==> src/rtl/tracker_overlay_if.sv <==
// tracker_overlay_if: per-frame tracker results (aim points, boxes, valid flags, timeout) fed to the overlay
interface tracker_overlay_if;
    logic [15:0][9:0]  aim_x_all;
    logic [15:0][9:0]  aim_y_all;
    logic [15:0]       aim_detected_all;
    logic [15:0][11:0] x_min_all;
    logic [15:0][11:0] x_max_all;
    logic [15:0][11:0] y_min_all;
    logic [15:0][11:0] y_max_all;
    logic              target_off;

    modport master (
        output aim_x_all, aim_y_all, aim_detected_all,
        output x_min_all, x_max_all, y_min_all, y_max_all,
        output target_off
    );

    modport slave (
        input aim_x_all, aim_y_all, aim_detected_all,
        input x_min_all, x_max_all, y_min_all, y_max_all,
        input target_off
    );
endinterface

==> src/rtl/tracker_overlay.sv <==
// tracker_overlay: draws tracker boxes, crosshairs and a blinking no-target border onto RGB565 video
// with a fixed two-cycle latency; tracker results are sampled once per frame.
module tracker_overlay #(
    parameter int CROSS_LEN    = 8,
    parameter int BORDER_W     = 4,
    parameter int BLINK_FRAMES = 16
) (
    input  logic             clk,
    input  logic             reset,
    input  logic             v_sync,
    input  logic             DE,
    input  logic [9:0]       x_pixel,
    input  logic [9:0]       y_pixel,
    input  logic [15:0]      data,
    tracker_overlay_if.slave trk,
    output logic             DE_out,
    output logic [9:0]       x_out,
    output logic [9:0]       y_out,
    output logic [15:0]      rgb_out
);
    localparam int               CNT_W     = (BLINK_FRAMES > 2) ? $clog2(BLINK_FRAMES) : 1;
    localparam logic [CNT_W-1:0] CNT_LAST  = CNT_W'(BLINK_FRAMES - 1);
    localparam logic [CNT_W-1:0] CNT_HALF  = CNT_W'(BLINK_FRAMES / 2);
    localparam logic [9:0]       EDGE_LO   = 10'(BORDER_W);
    localparam logic [9:0]       X_EDGE_HI = 10'(640 - BORDER_W);
    localparam logic [9:0]       Y_EDGE_HI = 10'(480 - BORDER_W);
    localparam logic [11:0]      CROSS_LIM = 12'(CROSS_LEN);
    localparam logic [15:0]      COL_CROSS  = 16'hFFE0;
    localparam logic [15:0]      COL_BOX    = 16'h07E0;
    localparam logic [15:0]      COL_BORDER = 16'hF800;

    // Frame-latch control and shadow copies of the tracker results
    logic                    vsyncPrev_q;
    logic                    latchPend_q;
    logic [15:0][9:0]        shAimX_q;
    logic [15:0][9:0]        shAimY_q;
    logic [15:0]             shDet_q;
    logic [15:0][11:0]       shXMin_q;
    logic [15:0][11:0]       shXMax_q;
    logic [15:0][11:0]       shYMin_q;
    logic [15:0][11:0]       shYMax_q;
    logic                    shTargetOff_q;
    logic [CNT_W-1:0]        blinkCnt_q;
    logic [CNT_W-1:0]        blinkCnt_d;

    // Stage 1 registers
    logic [15:0]             boxHit_d, boxHit_q;
    logic [15:0]             crossHit_d, crossHit_q;
    logic                    borderHit_d, borderHit_q;
    logic                    de1_q;
    logic [9:0]              x1_q, y1_q;
    logic [15:0]             data1_q;

    logic [11:0]             pxExt, pyExt;

    assign pxExt = {2'b00, x_pixel};
    assign pyExt = {2'b00, y_pixel};

    // Magnitude of a coordinate difference, computed signed so the crosshair never wraps at screen edges
    function automatic logic [11:0] absDiff(input logic [9:0] a, input logic [9:0] b);
        logic signed [11:0] d;
        d = $signed({2'b00, a}) - $signed({2'b00, b});
        return (d < 0) ? 12'(-d) : 12'(d);
    endfunction

    // Blink count: only keeps counting across consecutive frames that are both in timeout
    always_comb begin
        blinkCnt_d = '0;
        if (trk.target_off && shTargetOff_q) begin
            blinkCnt_d = (blinkCnt_q == CNT_LAST) ? '0 : blinkCnt_q + 1'b1;
        end
    end

    // Catch the v_sync rising edge and snapshot the tracker results one cycle later
    always_ff @(posedge clk or negedge reset) begin
        if (!reset) begin
            vsyncPrev_q   <= 1'b0;
            latchPend_q   <= 1'b0;
            shAimX_q      <= '0;
            shAimY_q      <= '0;
            shDet_q       <= '0;
            shXMin_q      <= '0;
            shXMax_q      <= '0;
            shYMin_q      <= '0;
            shYMax_q      <= '0;
            shTargetOff_q <= 1'b0;
            blinkCnt_q    <= '0;
        end else begin
            vsyncPrev_q <= v_sync;
            latchPend_q <= v_sync & ~vsyncPrev_q;
            if (latchPend_q) begin
                shAimX_q      <= trk.aim_x_all;
                shAimY_q      <= trk.aim_y_all;
                shDet_q       <= trk.aim_detected_all;
                shXMin_q      <= trk.x_min_all;
                shXMax_q      <= trk.x_max_all;
                shYMin_q      <= trk.y_min_all;
                shYMax_q      <= trk.y_max_all;
                shTargetOff_q <= trk.target_off;
                blinkCnt_q    <= blinkCnt_d;
            end
        end
    end

    // Per-region hit tests against the shadowed boxes and aim points for the current pixel
    always_comb begin
        boxHit_d   = '0;
        crossHit_d = '0;
        for (int i = 0; i < 16; i++) begin
            if (shDet_q[i]) begin
                if ((shXMin_q[i] <= shXMax_q[i]) && (shYMin_q[i] <= shYMax_q[i])) begin
                    if (((pxExt == shXMin_q[i]) || (pxExt == shXMax_q[i])) &&
                        (pyExt >= shYMin_q[i]) && (pyExt <= shYMax_q[i])) begin
                        boxHit_d[i] = 1'b1;
                    end
                    if (((pyExt == shYMin_q[i]) || (pyExt == shYMax_q[i])) &&
                        (pxExt >= shXMin_q[i]) && (pxExt <= shXMax_q[i])) begin
                        boxHit_d[i] = 1'b1;
                    end
                end
                if ((y_pixel == shAimY_q[i]) && (absDiff(x_pixel, shAimX_q[i]) <= CROSS_LIM)) begin
                    crossHit_d[i] = 1'b1;
                end
                if ((x_pixel == shAimX_q[i]) && (absDiff(y_pixel, shAimY_q[i]) <= CROSS_LIM)) begin
                    crossHit_d[i] = 1'b1;
                end
            end
        end
        borderHit_d = shTargetOff_q && (blinkCnt_q < CNT_HALF) &&
                      ((x_pixel < EDGE_LO) || (x_pixel >= X_EDGE_HI) ||
                       (y_pixel < EDGE_LO) || (y_pixel >= Y_EDGE_HI));
    end

    // Stage 1: register hit vectors alongside the delayed video
    always_ff @(posedge clk or negedge reset) begin
        if (!reset) begin
            boxHit_q    <= '0;
            crossHit_q  <= '0;
            borderHit_q <= 1'b0;
            de1_q       <= 1'b0;
            x1_q        <= '0;
            y1_q        <= '0;
            data1_q     <= '0;
        end else begin
            boxHit_q    <= boxHit_d;
            crossHit_q  <= crossHit_d;
            borderHit_q <= borderHit_d;
            de1_q       <= DE;
            x1_q        <= x_pixel;
            y1_q        <= y_pixel;
            data1_q     <= data;
        end
    end

    // Stage 2: pick the overlay colour by priority and blank outside the active area
    always_ff @(posedge clk or negedge reset) begin
        if (!reset) begin
            DE_out  <= 1'b0;
            x_out   <= '0;
            y_out   <= '0;
            rgb_out <= '0;
        end else begin
            DE_out <= de1_q;
            x_out  <= x1_q;
            y_out  <= y1_q;
            if (!de1_q) begin
                rgb_out <= 16'h0000;
            end else if (|crossHit_q) begin
                rgb_out <= COL_CROSS;
            end else if (|boxHit_q) begin
                rgb_out <= COL_BOX;
            end else if (borderHit_q) begin
                rgb_out <= COL_BORDER;
            end else begin
                rgb_out <= data1_q;
            end
        end
    end
endmodule

==> src/flat_wrapper.sv <==
// flat-port wrapper written by rule: the top's interface ports become plain ports
module tracker_overlay_flat 
#(
    parameter int CROSS_LEN    = 8,
    parameter int BORDER_W     = 4,
    parameter int BLINK_FRAMES = 16
)
  (clk, reset, v_sync, DE, x_pixel, y_pixel, data, DE_out, x_out, y_out, rgb_out, trk_aim_x_all, trk_aim_y_all, trk_aim_detected_all, trk_x_min_all, trk_x_max_all, trk_y_min_all, trk_y_max_all, trk_target_off);
  tracker_overlay_if trk_i ();
  input  logic clk;
  input  logic reset;
  input  logic v_sync;
  input  logic DE;
  input  logic [9:0] x_pixel;
  input  logic [9:0] y_pixel;
  input  logic [15:0] data;
  output logic DE_out;
  output logic [9:0] x_out;
  output logic [9:0] y_out;
  output logic [15:0] rgb_out;
  input wire logic [$bits(trk_i.aim_x_all)-1:0] trk_aim_x_all;
  input wire logic [$bits(trk_i.aim_y_all)-1:0] trk_aim_y_all;
  input wire logic [$bits(trk_i.aim_detected_all)-1:0] trk_aim_detected_all;
  input wire logic [$bits(trk_i.x_min_all)-1:0] trk_x_min_all;
  input wire logic [$bits(trk_i.x_max_all)-1:0] trk_x_max_all;
  input wire logic [$bits(trk_i.y_min_all)-1:0] trk_y_min_all;
  input wire logic [$bits(trk_i.y_max_all)-1:0] trk_y_max_all;
  input wire logic [$bits(trk_i.target_off)-1:0] trk_target_off;
  assign trk_i.aim_x_all = trk_aim_x_all;
  assign trk_i.aim_y_all = trk_aim_y_all;
  assign trk_i.aim_detected_all = trk_aim_detected_all;
  assign trk_i.x_min_all = trk_x_min_all;
  assign trk_i.x_max_all = trk_x_max_all;
  assign trk_i.y_min_all = trk_y_min_all;
  assign trk_i.y_max_all = trk_y_max_all;
  assign trk_i.target_off = trk_target_off;
  tracker_overlay #(.CROSS_LEN(CROSS_LEN), .BORDER_W(BORDER_W), .BLINK_FRAMES(BLINK_FRAMES)) u_core (.clk(clk), .reset(reset), .v_sync(v_sync), .DE(DE), .x_pixel(x_pixel), .y_pixel(y_pixel), .data(data), .trk(trk_i), .DE_out(DE_out), .x_out(x_out), .y_out(y_out), .rgb_out(rgb_out));
endmodule
==> config.mk <==
export PLATFORM = sky130hd
export DESIGN_NAME = tracker_overlay_flat
export DESIGN_NICKNAME = d
export VERILOG_FILES = /design/src/rtl/tracker_overlay_if.sv /design/src/rtl/tracker_overlay.sv /design/src/flat_wrapper.sv
export SDC_FILE = /design/constraint.sdc
export NUM_CORES = 2
export LEC_CHECK = 0
export CORE_AREA = 2 2 464 466
export DETAILED_ROUTE_END_ITERATION = 8
export DIE_AREA = 0 0 466 468
export PLACE_DENSITY = 0.62
export SLEW_MARGIN = 0
export SYNTH_ARGS = -nofsm -noshare
export SYNTH_HDL_FRONTEND = slang
export SYNTH_SLANG_ARGS = --single-unit
==> constraint.sdc <==
create_clock -name clk -period 4.35 [get_ports clk]
set_input_delay 0.87 -clock clk [delete_from_list [all_inputs] [get_ports clk]]
set_output_delay 0.87 -clock clk [all_outputs]
set_load 0.005 [all_outputs]
# ---- Word level (Yosys, flattened, before mapping)
# Index checks and enable logic that the tools add are counted.
dict set report classes {
  bitwise_logic 2
  n_eq_ne 97
  addsub 65
  n_mux 150
  magnitude_cmp 165
  reduce_logical 152
}
# cell n
set ops {}
lappend ops {{$eq 10x12->1} 64}
lappend ops {{$ge 10x12->1} 32}
lappend ops {{$le 10x12->1} 32}
lappend ops {{$le 12x12->1} 32}
lappend ops {{$le 12x4->1 const B} 32}
lappend ops {{$mux 12} 32}
lappend ops {{$neg 11->12} 32}
lappend ops {{$lt 11x1->1 const B} 32}
lappend ops {{$sub 10x10->11} 32}
lappend ops {{$eq 10x10->1} 32}
lappend ops {{$logic_and 1x1->1} 115}
lappend ops {{$mux 1} 112}
lappend ops {{$mux 16} 4}
lappend ops {{$logic_or 1x1->1} 35}
lappend ops {{$reduce_or 16->1} 2}
lappend ops {{$lt 10x3->1 const B} 2}
lappend ops {{$ge 10x10->1 const B} 1}
lappend ops {{$ge 10x9->1 const B} 1}
lappend ops {{$mux 4} 2}
lappend ops {{$add 4x1->4 const B} 1}
lappend ops {{$eq 4x4->1 const B} 1}
lappend ops {{$lt 4x4->1 const B} 1}
lappend ops {{$and 1x1->1} 1}
lappend ops {{$not 1->1} 1}
dict set report word_totals {
  input_bits 1145
  regBits 1218
  word_cells 743
  out_inout_bits 37
}

# ---- Logic depth before layout (Yosys ltp)
dict set report logic_depth {
  word_depth 8
  depth_mapped 14
  depth_no_buf 13
}

# ---- Least setup slack after synthesis
# No wires, ideal clock.
dict set report synth_path {
  kind {input-to-reg}
  start {input port y_pixel[0]}
  end {register u_core.crossHit_q[12]}
  path_buffers 0
  t_required_ps 4240
  setup_slack_ps -353
  arrival_ps 4593
  path_stages 13
  setup_time_ps 110
  path_cell_list {inv_1 -> ha_1 -> inv_1 -> fa_1 -> a211oi_1 -> nor3_1 -> a211o_1 -> a31oi_4 -> nand2_1 -> a32o_1 -> a2111o_1 -> a2111o_1 -> o41ai_1}
}
dict set report synth_via {
  elab_chain_len 7
  elab_cells_between_ends 11
  classes_between {add/sub (2); order compare (2); eq/ne (1); mux (4); reduce/logical (2)}
}
# element line_no
set synth_rtl {}
lappend synth_rtl {{start: declaration} flat_wrapper.sv:15} ;# input logic [9:0] y_pixel;
lappend synth_rtl {{$sub 10x10->11} tracker_overlay.sv:62} ;# d = $signed({2'b00, a}) - $signed({2'b00, b});
lappend synth_rtl {{$neg 11->12 or $lt 11x1->1 (tied branches)} tracker_overlay.sv:63} ;# return (d < 0) ? 12'(-d) : 12'(d);
lappend synth_rtl {{$mux 12} tracker_overlay.sv:63}
lappend synth_rtl {{$le 12x4->1} tracker_overlay.sv:124} ;# if ((x_pixel == shAimX_q[i]) && (absDiff(y_pixel, shAimY_q[i]) <= CROSS_LIM)) begin
lappend synth_rtl {{$logic_and 1x1->1} tracker_overlay.sv:124}
lappend synth_rtl {{$mux 1 *} tracker_overlay.sv:124}
lappend synth_rtl {{$mux 1 *} tracker_overlay.sv:110} ;# if (shDet_q[i]) begin
lappend synth_rtl {{via u_core.crossHit_d[12]} tracker_overlay.sv:48} ;# logic [15:0] crossHit_d, crossHit_q;
lappend synth_rtl {{end signal: assignment} tracker_overlay.sv:146} ;# crossHit_q <= crossHit_d;
lappend synth_rtl {{end: declaration} tracker_overlay.sv:48}
# The timed path passes the listed nets; every way through them passes the cells marked *.
# A chain may end at the register's enable or synchronous reset.

# ---- Final worst setup path
dict set report layout_path {
  start {input port x_pixel[0]}
  end {register u_core.crossHit_q[9]}
}
dict set report layout_via {
  elab_chain_len 8
  elab_cells_between_ends 11
  classes_between {add/sub (2); order compare (2); eq/ne (1); mux (4); reduce/logical (2)}
}
# element line_no
set layout_rtl {}
lappend layout_rtl {{start: declaration} flat_wrapper.sv:14} ;# input logic [9:0] x_pixel;
lappend layout_rtl {{$sub 10x10->11} tracker_overlay.sv:62}
lappend layout_rtl {{$neg 11->12 or $lt 11x1->1 (tied branches)} tracker_overlay.sv:63}
lappend layout_rtl {{$mux 12} tracker_overlay.sv:63}
lappend layout_rtl {{$le 12x4->1} tracker_overlay.sv:121} ;# if ((y_pixel == shAimY_q[i]) && (absDiff(x_pixel, shAimX_q[i]) <= CROSS_LIM)) begin
lappend layout_rtl {{$logic_and 1x1->1} tracker_overlay.sv:121}
lappend layout_rtl {{$mux 1} tracker_overlay.sv:121}
lappend layout_rtl {{$mux 1 *} tracker_overlay.sv:124}
lappend layout_rtl {{$mux 1 *} tracker_overlay.sv:110}
lappend layout_rtl {{via u_core.crossHit_d[9]} tracker_overlay.sv:48}
# Marked as above.

==> flow_summary.json <==
{
  "cts_buffer_depth": 3,
  "drive_gt1_share_pct": 9.15,
  "vias_per_cell": 5.67,
  "p_sw_share_pct": 35.6,
  "postCtsSetupBuffers": 0,
  "async_reset_ff_share_pct": 100,
  "yosys.area.top_type_share_pct": 34.4,
  "endpoint_kind": "register",
  "setup_violations": 0,
  "place.gp.congestion": 0.947,
  "path_max_fanout": 6,
  "ios": 1182,
  "fmax_mhz": 254,
  "maxCapViolCount": 0,
  "rows": 170,
  "detailedPlacementHpwl_um": 288000,
  "syn-cell-area_um2": 88700,
  "wl_per_cell_um": 24.3,
  "place_area_um2": 108000,
  "maxSlewViolCount": 0,
  "peakVddDrop_v": 0.000425,
  "pwr-share-seq_pct": 30.9,
  "cts-root-buf": "clkbuf_16",
  "ys_types": 92,
  "final_common_cell": "ha_1",
  "utilization_pct": 53.3,
  "yosysTopAreaCell": "dfrtp_1",
  "synthTopCellsByArea": "dfrtp_1 34%, ha_1 19%, o21ai_0 7.6%",
  "grt_max_degree": 149,
  "powerDensity_nw_per_um2": 386,
  "final_cell_mix": "1345 x ha_1, 1339 x o21ai_0, 1217 x dfrtp_1, 1162 x clkdlybuf4s50_1, 1157 x nand2_1",
  "cts_made_buffers": 152,
  "antenna_found_initial": 69,
  "coreArea_um2": 213000,
  "drt_iter0_markers": 6895,
  "cts_tree": "done",
  "p_clk_share_pct": 31.9,
  "fin_skew_ns": 0.0424,
  "power_leakage_nw": 52.4,
  "ys.flop_type": "dfrtp_1",
  "grt_pass1_vias": 82556,
  "hold_buffers": 0,
  "status": "finished, final reports clean",
  "syn-mean-instance-area_um2": 8.76,
  "portBuffers": 1181,
  "htreeDepth": 4,
  "clock_latency_ns": 0.88,
  "arrival_ns": 4.64,
  "design_area_um2": 114000,
  "critPathMaxStageDelay_ns": 0.44,
  "synth_enable_flop_cells": 0,
  "clkTransAtPathRegs_ns": 0.06,
  "required_ns": 5.06,
  "dieArea_um2": 218000,
  "grt_overflow": 0,
  "firstDrtPassIters": 8,
  "intPower_mw": 28.2,
  "gr-usage-all-layers_pct": 32.0,
  "setup_ws_ns": 0.417,
  "synth_seq_cells": 1218,
  "yosysWarnings": 0,
  "finalHoldViolCount": 0,
  "grt_pass1_wl_um": 524000,
  "slowest_stage": "clkdlybuf4s50_1",
  "wirelength_um": 359000,
  "cpMostUsedCell": "buf_12",
  "worst_slew_pin_slew_ns": 1.06,
  "fin_crit_sh_pct": 90.4,
  "rsz0062_at_grt": "false",
  "min_path_type": "input pin to async pin",
  "drc": 0,
  "syn_nets": 12643,
  "die_h_um": 468,
  "synth_cells": 10121,
  "fin_crit_ns": 3.93,
  "ys_seq_area_share_pct": 34.4,
  "max-slew-margin-rel_pct": 29.0,
  "start_util_pct": 41.6,
  "post-place-ws_ns": -0.420,
  "switchingPower_mw": 15.6,
  "cts.sinks": 1218,
  "fill_cells": 19551,
  "area_growth_pct": 28.1,
  "vias": 83693,
  "nets": 14273,
  "critical_path_class": "input pin to register",
  "crit_chain": "clkdlybuf4s50_1 -> buf_12 -> clkinvlp_4 -> buf_12 -> buf_12 -> ha_1 -> inv_1 -> fa_1 -> a211oi_1 -> nor2_1 -> o221ai_1 -> nand2_1 -> nor2_1 -> nor4b_1 -> o32ai_1 -> a22o_1 -> o41ai_1",
  "fp.dieW_um": 466,
  "setup_tns_ns": 0,
  "cts_resized": 0,
  "critPathLaunchType": "input pin",
  "power_mw": 43.8,
  "comb_power_share_pct": 37.2,
  "postRouteAntennaNets": 0
}
-- power by group through the flow --
stage | clock network [mW] | logic (mW) | registers, mW
CTS | 14.2 | 16.1 | 13.5
global placement | 0 | 15.6 | 13.7
global route | 14.7 | 18.1 | 13.7
floorplan | 0 | 9.84 | 13.4
finish | 14.0 | 16.3 | 13.5
detailed placement | 0 | 16.0 | 13.7
-- worst paths after layout --
| path | from | endpoint | slack, ns | cells after the start |
|---|---|---|---|---|
| min in group clk | u_core.x1_q[3] | u_core.x_out[3] | 0.33 | 0 |
| worst max-delay path | x_pixel[0] | u_core.crossHit_q[9] | 0.42 | 17 |
| worst min register to register | u_core.x1_q[3] | u_core.x_out[3] | 0.33 | 0 |
| worst min-delay path | reset | u_core.shAimY_q[46] | 0.02 | 1 |
| worst max register to register | u_core.shAimY_q[151] | u_core.crossHit_q[15] | 0.95 | 12 |
| max in group asynchronous | reset | u_core.shAimY_q[132] | 3.01 | 2 |
-- final cells by class --
class / count / area [um2] / area share (%)
Multi-Input combinational cell: 7519 / 53000 / 46.7
Sequential cell: 1218 / 30500 / 26.8
Timing Repair Buffer: 1739 / 16700 / 14.7
Clock buffer: 204 / 4330 / 3.81
Inverter: 1121 / 4220 / 3.71
Tap cell: 2838 / 3550 / 3.13
Clock inverter: 74 / 1190 / 1.05
Antenna cell: 47 / 118 / 0.104
-- critical path, delay by kind of cell --
family / cells / cell delay (ns)
buf+inv: 6 / 1.10
compound gates: 5 / 1.27
fa+ha+maj: 2 / 0.56
simple gates: 4 / 0.78
-- metal layers --
metal | share of wire [%] | vias to the layer above | global-route usage [%]
met5 | 0.032 | - | 0
met4 | 5.7 | 18 | 17.5
met3 | 6.6 | 651 | 5.69
met2 | 45 | 2930 | 50.6
met1 | 43 | 40753 | 41.5
li1 | - | 39341 | -
-- per-stage QoR --
stage | hold WS (ns) | instances
2_1_floorplan | 0.331 | 10121
3_3_place_gp | 0.333 | 14435
3_5_place_dp | 0.335 | 14435
4_1_cts | 0.0275 | 14713
5_1_grt | 0.0402 | 14751
6_report | 0.0179 | 14760
-- flip-flops by register name (all words and copies together), names as in the netlist, 4 cells and up --
name and cells:
u_core.shYMin_q 192, u_core.y1_q 10, u_core.shAimY_q 160, u_core.data1_q 16
u_core.boxHit_q 16, u_core.shYMax_q 192, u_core.crossHit_q 16, u_core.x1_q 10
u_core.y_out 10, u_core.blinkCnt_q 4, u_core.shXMin_q 192, u_core.x_out 10
u_core.shDet_q 16, u_core.rgb_out 16, u_core.shAimX_q 160, u_core.shXMax_q 192
-- cell families after synthesis --
logic type               after synthesis  share of synthesized area [%]
AO/OA/AOI/OAI                       2828                           19.3
XOR/XNOR                             206                           2.03
adder cells (fa/ha/maj)             1384                           19.8
buffers and inverters               1384                           5.86
flip-flops                          1218                           34.4
multiplexers                         191                           2.37
AND/OR/NAND/NOR                     2910                           16.3
-- cells in the mapped netlist (15+ instances only) --
library cell	n
a2111oi_0	20
or3_1	43
o41ai_1	32
o22ai_1	27
nand2b_1	182
o31a_1	28
a211oi_1	73
o221ai_1	36
or2_2	44
o31ai_1	20
a31oi_1	43
mux2i_1	36
nor2b_1	211
mux2_2	155
a21o_1	318
and4_1	15
and3_1	28
nand3b_1	30
dfrtp_1	1218
a21oi_1	485
ha_1	1345
clkbuf_1	250
a211o_1	15
inv_1	1121
o311ai_0	15
o21a_1	98
xnor2_1	132
o211ai_1	49
o21bai_1	22
o2111ai_1	15
a21boi_0	15
o21ai_0	1339
nor4_1	74
nand2_1	1157
nor2_1	315
nand3_1	140
fa_1	32
nor3b_1	23
xor2_1	74
nand4_1	316
and2_1	41
or4_1	26
nor3_1	203
No activity file was read; power rests on OpenSTA's default activity.
